## src/rtl/sad_engine_if.sv

```systemverilog
// Bus bundle for sad_engine: control strobes, frame/window memory read ports and search results.
// Signal prefixes are from the engine's point of view (i_ into the engine, o_ out of it).
interface sad_engine_if #(
    parameter int FRAME_W = 64,
    parameter int FRAME_H = 64,
    parameter int WIN_W   = 4,
    parameter int WIN_H   = 4
);
    localparam int SAD_W = 8 + $clog2(WIN_W * WIN_H);
    localparam int FA_W  = $clog2(FRAME_W * FRAME_H);
    localparam int WA_W  = $clog2(WIN_W * WIN_H);
    localparam int ROW_W = $clog2(FRAME_H);
    localparam int COL_W = $clog2(FRAME_W);

    logic             i_trigger;
    logic             i_setZeroes;
    logic [FA_W-1:0]  o_frameAddr;
    logic [7:0]       i_frameData;
    logic [WA_W-1:0]  o_winAddr;
    logic [7:0]       i_winData;
    logic [SAD_W-1:0] o_minSad;
    logic [ROW_W-1:0] o_minRow;
    logic [COL_W-1:0] o_minCol;
    logic             o_busy;
    logic             o_done;

    modport master (
        output i_trigger, i_setZeroes, i_frameData, i_winData,
        input  o_frameAddr, o_winAddr, o_minSad, o_minRow, o_minCol, o_busy, o_done
    );

    modport slave (
        input  i_trigger, i_setZeroes, i_frameData, i_winData,
        output o_frameAddr, o_winAddr, o_minSad, o_minRow, o_minCol, o_busy, o_done
    );
endinterface

```

## src/rtl/sad_engine.sv

```systemverilog
// Exhaustive block-matching search: finds the frame position whose window SAD is smallest.
// Optional feature: define SAD_EARLY_TERM_EN to abandon a candidate once its partial SAD reaches the running minimum.
module sad_engine #(
    parameter int FRAME_W = 64,
    parameter int FRAME_H = 64,
    parameter int WIN_W   = 4,
    parameter int WIN_H   = 4
) (
    input  logic        clk,
    input  logic        rst_n,
    sad_engine_if.slave bus
);
    localparam int N     = WIN_W * WIN_H;
    localparam int SAD_W = 8 + $clog2(N);
    localparam int FA_W  = $clog2(FRAME_W * FRAME_H);
    localparam int WA_W  = $clog2(N);
    localparam int ROW_W = $clog2(FRAME_H);
    localparam int COL_W = $clog2(FRAME_W);
    localparam int WR_W  = (WIN_H > 1) ? $clog2(WIN_H) : 1;
    localparam int WC_W  = (WIN_W > 1) ? $clog2(WIN_W) : 1;

    localparam logic [ROW_W-1:0] ROW_LAST = ROW_W'(FRAME_H - WIN_H);
    localparam logic [COL_W-1:0] COL_LAST = COL_W'(FRAME_W - WIN_W);
    localparam logic [WR_W-1:0]  WR_LAST  = WR_W'(WIN_H - 1);
    localparam logic [WC_W-1:0]  WC_LAST  = WC_W'(WIN_W - 1);

    typedef enum logic [2:0] {
        IDLE,
        FETCH,
        DRAIN,
        COMPARE,
        DONE
    } state_t;

    state_t r_state;
    state_t w_next;

    logic [ROW_W-1:0] r_row;
    logic [COL_W-1:0] r_col;
    logic [WR_W-1:0]  r_wr;
    logic [WC_W-1:0]  r_wc;
    logic             r_pend;
    logic [SAD_W-1:0] r_acc;
    logic [SAD_W-1:0] r_minSad;
    logic [ROW_W-1:0] r_minRow;
    logic [COL_W-1:0] r_minCol;
    logic             r_busy;
    logic             r_done;

    logic             w_lastElem;
    logic             w_lastCand;
    logic             w_start;
    logic             w_clearMin;
    logic             w_advance;
    logic [7:0]       w_diff;
    logic [SAD_W-1:0] w_sum;
    logic [FA_W-1:0]  w_frameAddr;
    logic [WA_W-1:0]  w_winAddr;
`ifdef SAD_EARLY_TERM_EN
    logic             w_abort;
`endif

    assign w_lastElem = (r_wr == WR_LAST) && (r_wc == WC_LAST);
    assign w_lastCand = (r_row == ROW_LAST) && (r_col == COL_LAST);
    assign w_diff     = (bus.i_frameData > bus.i_winData) ? (bus.i_frameData - bus.i_winData)
                                                          : (bus.i_winData - bus.i_frameData);
    assign w_sum      = r_acc + SAD_W'(w_diff);

    always_ff @(posedge clk or negedge rst_n) begin
        if (!rst_n) begin
            r_state <= IDLE;
        end else begin
            r_state <= w_next;
        end
    end

    always_comb begin
        w_next     = r_state;
        w_start    = 1'b0;
        w_clearMin = 1'b0;
`ifdef SAD_EARLY_TERM_EN
        w_abort    = 1'b0;
`endif
        case (r_state)
            IDLE: begin
                if (bus.i_trigger) begin
                    w_next  = FETCH;
                    w_start = 1'b1;
                end else if (bus.i_setZeroes) begin
                    w_clearMin = 1'b1;
                end
            end
            FETCH:   if (w_lastElem) w_next = DRAIN;
            DRAIN:   w_next = COMPARE;
            COMPARE: w_next = w_lastCand ? DONE : FETCH;
            DONE:    w_next = IDLE;
            default: w_next = IDLE;
        endcase
`ifdef SAD_EARLY_TERM_EN
        // A partial sum that already ties the best can never win, so skip to the next candidate.
        if ((r_state == FETCH || r_state == DRAIN) && r_pend && (w_sum >= r_minSad)) begin
            w_abort = 1'b1;
            w_next  = w_lastCand ? DONE : FETCH;
        end
`endif
    end

`ifdef SAD_EARLY_TERM_EN
    assign w_advance = (r_state == COMPARE) || w_abort;
`else
    assign w_advance = (r_state == COMPARE);
`endif

    always_comb begin
        w_frameAddr = '0;
        w_winAddr   = '0;
        if (r_state == FETCH) begin
            w_frameAddr = FA_W'((int'(r_row) + int'(r_wr)) * FRAME_W + int'(r_col) + int'(r_wc));
            w_winAddr   = WA_W'(int'(r_wr) * WIN_W + int'(r_wc));
        end
    end

    // r_pend marks that the pair addressed last cycle is on the data inputs now.
    always_ff @(posedge clk or negedge rst_n) begin
        if (!rst_n) begin
            r_pend <= 1'b0;
            r_acc  <= '0;
        end else begin
`ifdef SAD_EARLY_TERM_EN
            r_pend <= (r_state == FETCH) && !w_abort;
`else
            r_pend <= (r_state == FETCH);
`endif
            if (w_start || w_advance) begin
                r_acc <= '0;
            end else if (r_pend) begin
                r_acc <= w_sum;
            end
        end
    end

    always_ff @(posedge clk or negedge rst_n) begin
        if (!rst_n) begin
            r_wr <= '0;
            r_wc <= '0;
        end else if (w_start || w_advance) begin
            r_wr <= '0;
            r_wc <= '0;
        end else if (r_state == FETCH) begin
            if (r_wc == WC_LAST) begin
                r_wc <= '0;
                r_wr <= (r_wr == WR_LAST) ? '0 : r_wr + 1'b1;
            end else begin
                r_wc <= r_wc + 1'b1;
            end
        end
    end

    always_ff @(posedge clk or negedge rst_n) begin
        if (!rst_n) begin
            r_row <= '0;
            r_col <= '0;
        end else if (w_start) begin
            r_row <= '0;
            r_col <= '0;
        end else if (w_advance) begin
            if (w_lastCand) begin
                r_row <= '0;
                r_col <= '0;
            end else if (r_col == COL_LAST) begin
                r_col <= '0;
                r_row <= r_row + 1'b1;
            end else begin
                r_col <= r_col + 1'b1;
            end
        end
    end

    // Loading the minimum with all ones guarantees the first candidate always wins.
    always_ff @(posedge clk or negedge rst_n) begin
        if (!rst_n) begin
            r_minSad <= '0;
            r_minRow <= '0;
            r_minCol <= '0;
            r_busy   <= 1'b0;
            r_done   <= 1'b0;
        end else begin
            r_done <= (r_state == DONE);
            if (w_start) begin
                r_minSad <= '1;
                r_minRow <= '0;
                r_minCol <= '0;
                r_busy   <= 1'b1;
            end else if (w_clearMin) begin
                r_minSad <= '0;
                r_minRow <= '0;
                r_minCol <= '0;
            end else if ((r_state == COMPARE) && (r_acc < r_minSad)) begin
                r_minSad <= r_acc;
                r_minRow <= r_row;
                r_minCol <= r_col;
            end
            if (r_state == DONE) begin
                r_busy <= 1'b0;
            end
        end
    end

    assign bus.o_frameAddr = w_frameAddr;
    assign bus.o_winAddr   = w_winAddr;
    assign bus.o_minSad    = r_minSad;
    assign bus.o_minRow    = r_minRow;
    assign bus.o_minCol    = r_minCol;
    assign bus.o_busy      = r_busy;
    assign bus.o_done      = r_done;
endmodule

```

## src/flat_wrapper.sv

```systemverilog
// flat-port wrapper written by rule: the top's interface ports become plain ports
module sad_engine_flat 
#(
    parameter int FRAME_W = 64,
    parameter int FRAME_H = 64,
    parameter int WIN_W   = 4,
    parameter int WIN_H   = 4
)
  (clk, rst_n, bus_i_trigger, bus_i_setZeroes, bus_i_frameData, bus_i_winData, bus_o_frameAddr, bus_o_winAddr, bus_o_minSad, bus_o_minRow, bus_o_minCol, bus_o_busy, bus_o_done);
  sad_engine_if #(.FRAME_W(FRAME_W), .FRAME_H(FRAME_H), .WIN_W(WIN_W), .WIN_H(WIN_H)) bus_i ();
  input  logic clk;
  input  logic rst_n;
  input wire logic [$bits(bus_i.i_trigger)-1:0] bus_i_trigger;
  input wire logic [$bits(bus_i.i_setZeroes)-1:0] bus_i_setZeroes;
  input wire logic [$bits(bus_i.i_frameData)-1:0] bus_i_frameData;
  input wire logic [$bits(bus_i.i_winData)-1:0] bus_i_winData;
  output wire logic [$bits(bus_i.o_frameAddr)-1:0] bus_o_frameAddr;
  output wire logic [$bits(bus_i.o_winAddr)-1:0] bus_o_winAddr;
  output wire logic [$bits(bus_i.o_minSad)-1:0] bus_o_minSad;
  output wire logic [$bits(bus_i.o_minRow)-1:0] bus_o_minRow;
  output wire logic [$bits(bus_i.o_minCol)-1:0] bus_o_minCol;
  output wire logic [$bits(bus_i.o_busy)-1:0] bus_o_busy;
  output wire logic [$bits(bus_i.o_done)-1:0] bus_o_done;
  assign bus_i.i_trigger = bus_i_trigger;
  assign bus_i.i_setZeroes = bus_i_setZeroes;
  assign bus_i.i_frameData = bus_i_frameData;
  assign bus_i.i_winData = bus_i_winData;
  assign bus_o_frameAddr = bus_i.o_frameAddr;
  assign bus_o_winAddr = bus_i.o_winAddr;
  assign bus_o_minSad = bus_i.o_minSad;
  assign bus_o_minRow = bus_i.o_minRow;
  assign bus_o_minCol = bus_i.o_minCol;
  assign bus_o_busy = bus_i.o_busy;
  assign bus_o_done = bus_i.o_done;
  sad_engine #(.FRAME_W(FRAME_W), .FRAME_H(FRAME_H), .WIN_W(WIN_W), .WIN_H(WIN_H)) u_core (.clk(clk), .rst_n(rst_n), .bus(bus_i));
endmodule
```

## config.mk

```make
export PLATFORM = sky130hd
export DESIGN_NAME = sad_engine_flat
export DESIGN_NICKNAME = d
export VERILOG_FILES = /design/src/rtl/sad_engine_if.sv /design/src/rtl/sad_engine.sv /design/src/flat_wrapper.sv
export SDC_FILE = /design/constraint.sdc
export NUM_CORES = 1
export LEC_CHECK = 0
export ABC_AREA = 1
export CAP_MARGIN = 20
export CORE_ASPECT_RATIO = 0.5
export CORE_MARGIN = 1.5
export CORE_UTILIZATION = 32
export DETAILED_ROUTE_END_ITERATION = 8
export PLACE_DENSITY = 0.51
export SYNTH_ARGS = -nofsm -noshare
export SYNTH_HDL_FRONTEND = slang
export SYNTH_SLANG_ARGS = --single-unit
```

## constraint.sdc

```tcl
create_clock -name clk -period 1.92 [get_ports clk]
set_input_delay 0.192 -clock clk [delete_from_list [all_inputs] [get_ports clk]]
set_output_delay 0.192 -clock clk [all_outputs]
set_load 0.1 [all_outputs]
```

==> out/summary.log <==
qor: clocking.tritoncts yes
qor: yosys.syn-instance-count 701
qor: placement.placedCellCount 1026
qor: yosys.ys_async_sr_fraction 1.000
qor: routing.drt_wl_total 13.47 mm
qor: sta.worst-slew-pin-transition 0.4444 ns
qor: finish.number_of_non_filler_instances_in_the_completed_layout 1064
qor: outcome.failing_checks negative setup slack
qor: yosys.synth_nets 770
qor: sta.relSlewSlack 0.7038
qor: clocking.clk_transition_reported_paths 0.05 ns
qor: yosys.yosysSeqAreaShare 0.3063
qor: clocking.cts-root-to-sink-buffers 2
qor: routing.postRouteAntennaNets 0
qor: finish.post_route_cells_drive_above_1_share 0.4423
qor: floorplanning.core 14470 µm²
qor: sta.finalHoldViolations 0
qor: yosys.yosys-top-cells-area sky130_fd_sc_hd__dfrtp_1 (31%), sky130_fd_sc_hd__nand2_1 (17%), sky130_fd_sc_hd__ha_1 (12%), sky130_fd_sc_hd__inv_1 (9.2%), sky130_fd_sc_hd__nand3_1 (7.1%)
qor: setup_path.regToRegSetupSlack 0.16 ns
qor: sta.grt_setup_unrepaired yes
qor: routing.dr_total_vias 4822
qor: placement.placer_congestion_estimate 0.8596
qor: floorplanning.design.die.area 15590 µm²
qor: routing.drt-initial-drc-count 185
qor: yosys.synthTopCellsByCount sky130_fd_sc_hd__nand2_1 (215), sky130_fd_sc_hd__inv_1 (116), sky130_fd_sc_hd__nand3_1 (67), sky130_fd_sc_hd__dfrtp_1 (58), sky130_fd_sc_hd__nor2_1 (55)
qor: routing.firstDrtPassIters 4
qor: finish.antenna_cells 0
qor: floorplanning.chipHeight 89.05 µm
qor: setup_path.path_max_fanout 3
qor: yosys.yosys.area.top_type_share 0.3063
qor: clocking.cts_made_buffers 9
qor: routing.drc_errors 0
qor: grt.grt_first_pass_wirelength 22.67 mm
qor: pwr.power.leakage 3.924 nW
qor: sta.fin_crit 2.415 ns
qor: grt.globalRoute.totalOverflow 0
qor: sta.postLayoutSetupSlackWorst -0.4948 ns
qor: outcome.outcome finished with violations
qor: floorplanning.chipWidth 175.1 µm
qor: sta.fin_skew 0.004380 ns
qor: flow_run.max_cap_violations 0
qor: yosys.synth_edf_count 0
qor: placement.placement.io_buffers 61
qor: yosys.synth_ff_type sky130_fd_sc_hd__dfrtp_1
qor: floorplanning.design.portCount 62
qor: setup_path.r2r_start u_core.bus.o_minSad[11]
qor: grt.number_of_global_route_vias_before_repair 4757
qor: clocking.cts.sink_count 58
qor: pwr.p_per_area 1107 nW/µm²
qor: yosys.synth.avg_cell_area 6.759 µm²
qor: yosys.synth.yosys.warnings 0
qor: floorplanning.starting_density 0.3275
qor: setup_path.critical_path_required 1.73 ns
qor: yosys.synthesis.area 4738 µm²
qor: setup_path.ff2ff_path_depth 11
qor: sta.slew_viol_final 0
qor: yosys.post_synth_num_cell_types 31
qor: clocking.clk-insertion-delay-late 0.33 ns
qor: setup_path.critical_path.reg2reg.endpoint u_core.bus.o_minCol[5]
qor: sta.setup_viol 21
qor: yosys.cell_taking_the_most_area_after_synthesis sky130_fd_sc_hd__dfrtp_1
qor: setup_path.worstSetupStartpointType flip-flop
qor: floorplanning.rows 31
qor: worst_hold_path.hold_path.class in2async
qor: routing.routed_vias_inst 4.532
qor: finish.flow.area_growth_from_synthesis 61.61%
qor: yosys.synthMostInstantiatedCell sky130_fd_sc_hd__nand2_1
qor: grt.grtUsageTotal 0.1810
qor: grt.antenna_violations_before_repair 0
qor: setup_path.critPathArrivalTime 2.22 ns
qor: finish.filler_cell_count 1405
qor: pwr.power.ir.vdd_worst 0.0006189 V
qor: sta.post-route-period-util 1.258
qor: sta.peak_clock_frequency_supported_by_timing 0.4141 GHz
qor: placement.place_hpwl 10.00 mm
qor: yosys.ys_ff_latch 58
qor: clocking.cts_root_buffer sky130_fd_sc_hd__clkbuf_16
qor: clocking.ctsHtreeMaxLevel 3
qor: finish.final_nets 930
qor: routing.drt-wirelength-per-cell 12.66 µm
qor: pwr.post-layout-total-power 8.477 mW
qor: grt.grt_start_max_net_pins 42
qor: setup_path.timing_worst_setup_path_type reg2out
qor: setup_path.cp-end-kind primary output
-- state kept, by name (all words and copies together) (netlist names), 2 cells and up --
signal,count
u_core.bus.o_minSad,12
u_core.r_acc,12
u_core.bus.o_minCol,6
u_core.bus.o_minRow,6
u_core.r_col,6
u_core.r_row,6
u_core.r_state,3
u_core.r_wc,2
u_core.r_wr,2
-- through the flow --
step / hold slack, ns / util / setup TNS [ns] / cell area (µm²) / worst slack [ns]
after global placement: 0.1609 / 0.4554 / -12.14 / 6589 / -1.106
after global routing: 0.3884 / 0.5293 / -8.005 / 7657 / -0.6344
after detailed placement: 0.1635 / 0.4554 / -12.71 / 6589 / -1.167
after floorplan: -0.1036 / - / -4.469 / 5097 / -0.4175
final: 0.3398 / 0.5293 / -5.297 / 7657 / -0.4948
after CTS: 0.3496 / 0.5023 / -5.054 / 7267 / -0.4992
-- layout make-up --
cell class / instances / area (µm²) / share of cell area
Clock buffer: 12 / 266.5 / 0.03480
Clock inverter: 4 / 72.57 / 0.009477
Inverter: 121 / 474.2 / 0.06193
Multi-Input combinational cell: 507 / 3625 / 0.4734
Sequential cell: 58 / 1471 / 0.1922
Tap cell: 198 / 247.7 / 0.03235
Timing Repair Buffer: 164 / 1500 / 0.1959
-- critical path: stages, from the launching register on --
cell,delay (ns)
sky130_fd_sc_hd__dfrtp_1,0.41
sky130_fd_sc_hd__ha_4,0.16
sky130_fd_sc_hd__fa_2,0.22
sky130_fd_sc_hd__nand2_2,0.08
sky130_fd_sc_hd__nor2_2,0.16
sky130_fd_sc_hd__nand2_2,0.09
sky130_fd_sc_hd__nor2_2,0.17
sky130_fd_sc_hd__inv_2,0.08
sky130_fd_sc_hd__nor2_4,0.15
sky130_fd_sc_hd__nand3_2,0.08
sky130_fd_sc_hd__nand2_2,0.09
sky130_fd_sc_hd__nor2_4,0.05
sky130_fd_sc_hd__buf_12,0.16
-- worst max-delay path by stage --
stage	from	to	slack, ns	cells past startpoint
floorplan	u_core.r_col[0]	bus_o_frameAddr[8]	-0.42	8
CTS	u_core.r_wr[0]	bus_o_frameAddr[11]	-0.50	10
global placement	bus_i_frameData[0]	u_core.r_acc[7]	-1.11	20
detailed placement	bus_i_frameData[0]	u_core.r_acc[7]	-1.17	20
global route	u_core.r_wc[0]	bus_o_frameAddr[10]	-0.63	11
finish	u_core.r_wc[0]	bus_o_frameAddr[10]	-0.49	12
-- power by group --
part	internal (mW)	total, mW	switching, mW	leakage (nW)
Combinational	1.93	4.89	2.96	3.05
Clock	1.24	1.82	0.578	0.165
Sequential	1.53	1.77	0.241	0.712
Total	4.70	8.48	3.78	3.92
-- cells in the final DEF, fill, tap and decap left out, drive strengths merged --
cell type,synthesis,routed
a22oi,1,1
o21a,1,1
nand2,219,220
bufinv,0,2
xnor2,6,6
nand3,69,69
nand4,10,10
o21bai,1,1
xor2,12,12
clkinvlp,0,1
inv,121,121
a21o,2,2
dfrtp,58,58
clkdlybuf4s50,0,2
a21boi,2,2
a21oi,22,22
ha,44,44
o21ai,42,42
dlygate4sd3,0,1
or2,1,1
buf,13,161
nor3,5,5
fa,5,5
clkinv,0,1
nor2,59,59
clkbuf,3,12
o22ai,5,5
-- cell families (layout without fill, tap and decap cells) --
logic type                 after synthesis  count (layout)  synth area share
buffers and inverters                  137             301            0.1146
AOI/OAI and AO/OA                       76              76           0.08609
xor gates and xnor gates                18              18           0.03327
adders and majority gates               49              49            0.1373
and+or+nand+nor                        363             364            0.3224
DFF                                     58              58            0.3063
-- timing repair --
item | in CTS | in global routing
hold endpoints to repair | 17 | 0
endpoints found under the setup margin | 26 | 51
setup buffers | 13 | 10
hold buffers | 1 | 0
gates cloned | 1 | 0
pin swaps | 56 | 59
gates resized for setup | 146 | 92
-- routing by layer --
layer	share of wire	wire (µm)	up-vias	global-route usage
met3	0.025	333	14	0.03061
li1	-	-	2518	-
met2	0.50	6744	71	0.3359
met4	0.011	154	0	0.04040
met1	0.46	6234	2219	0.2241
met5	0	0	-	0
Power figures use the tool's default switching activity.
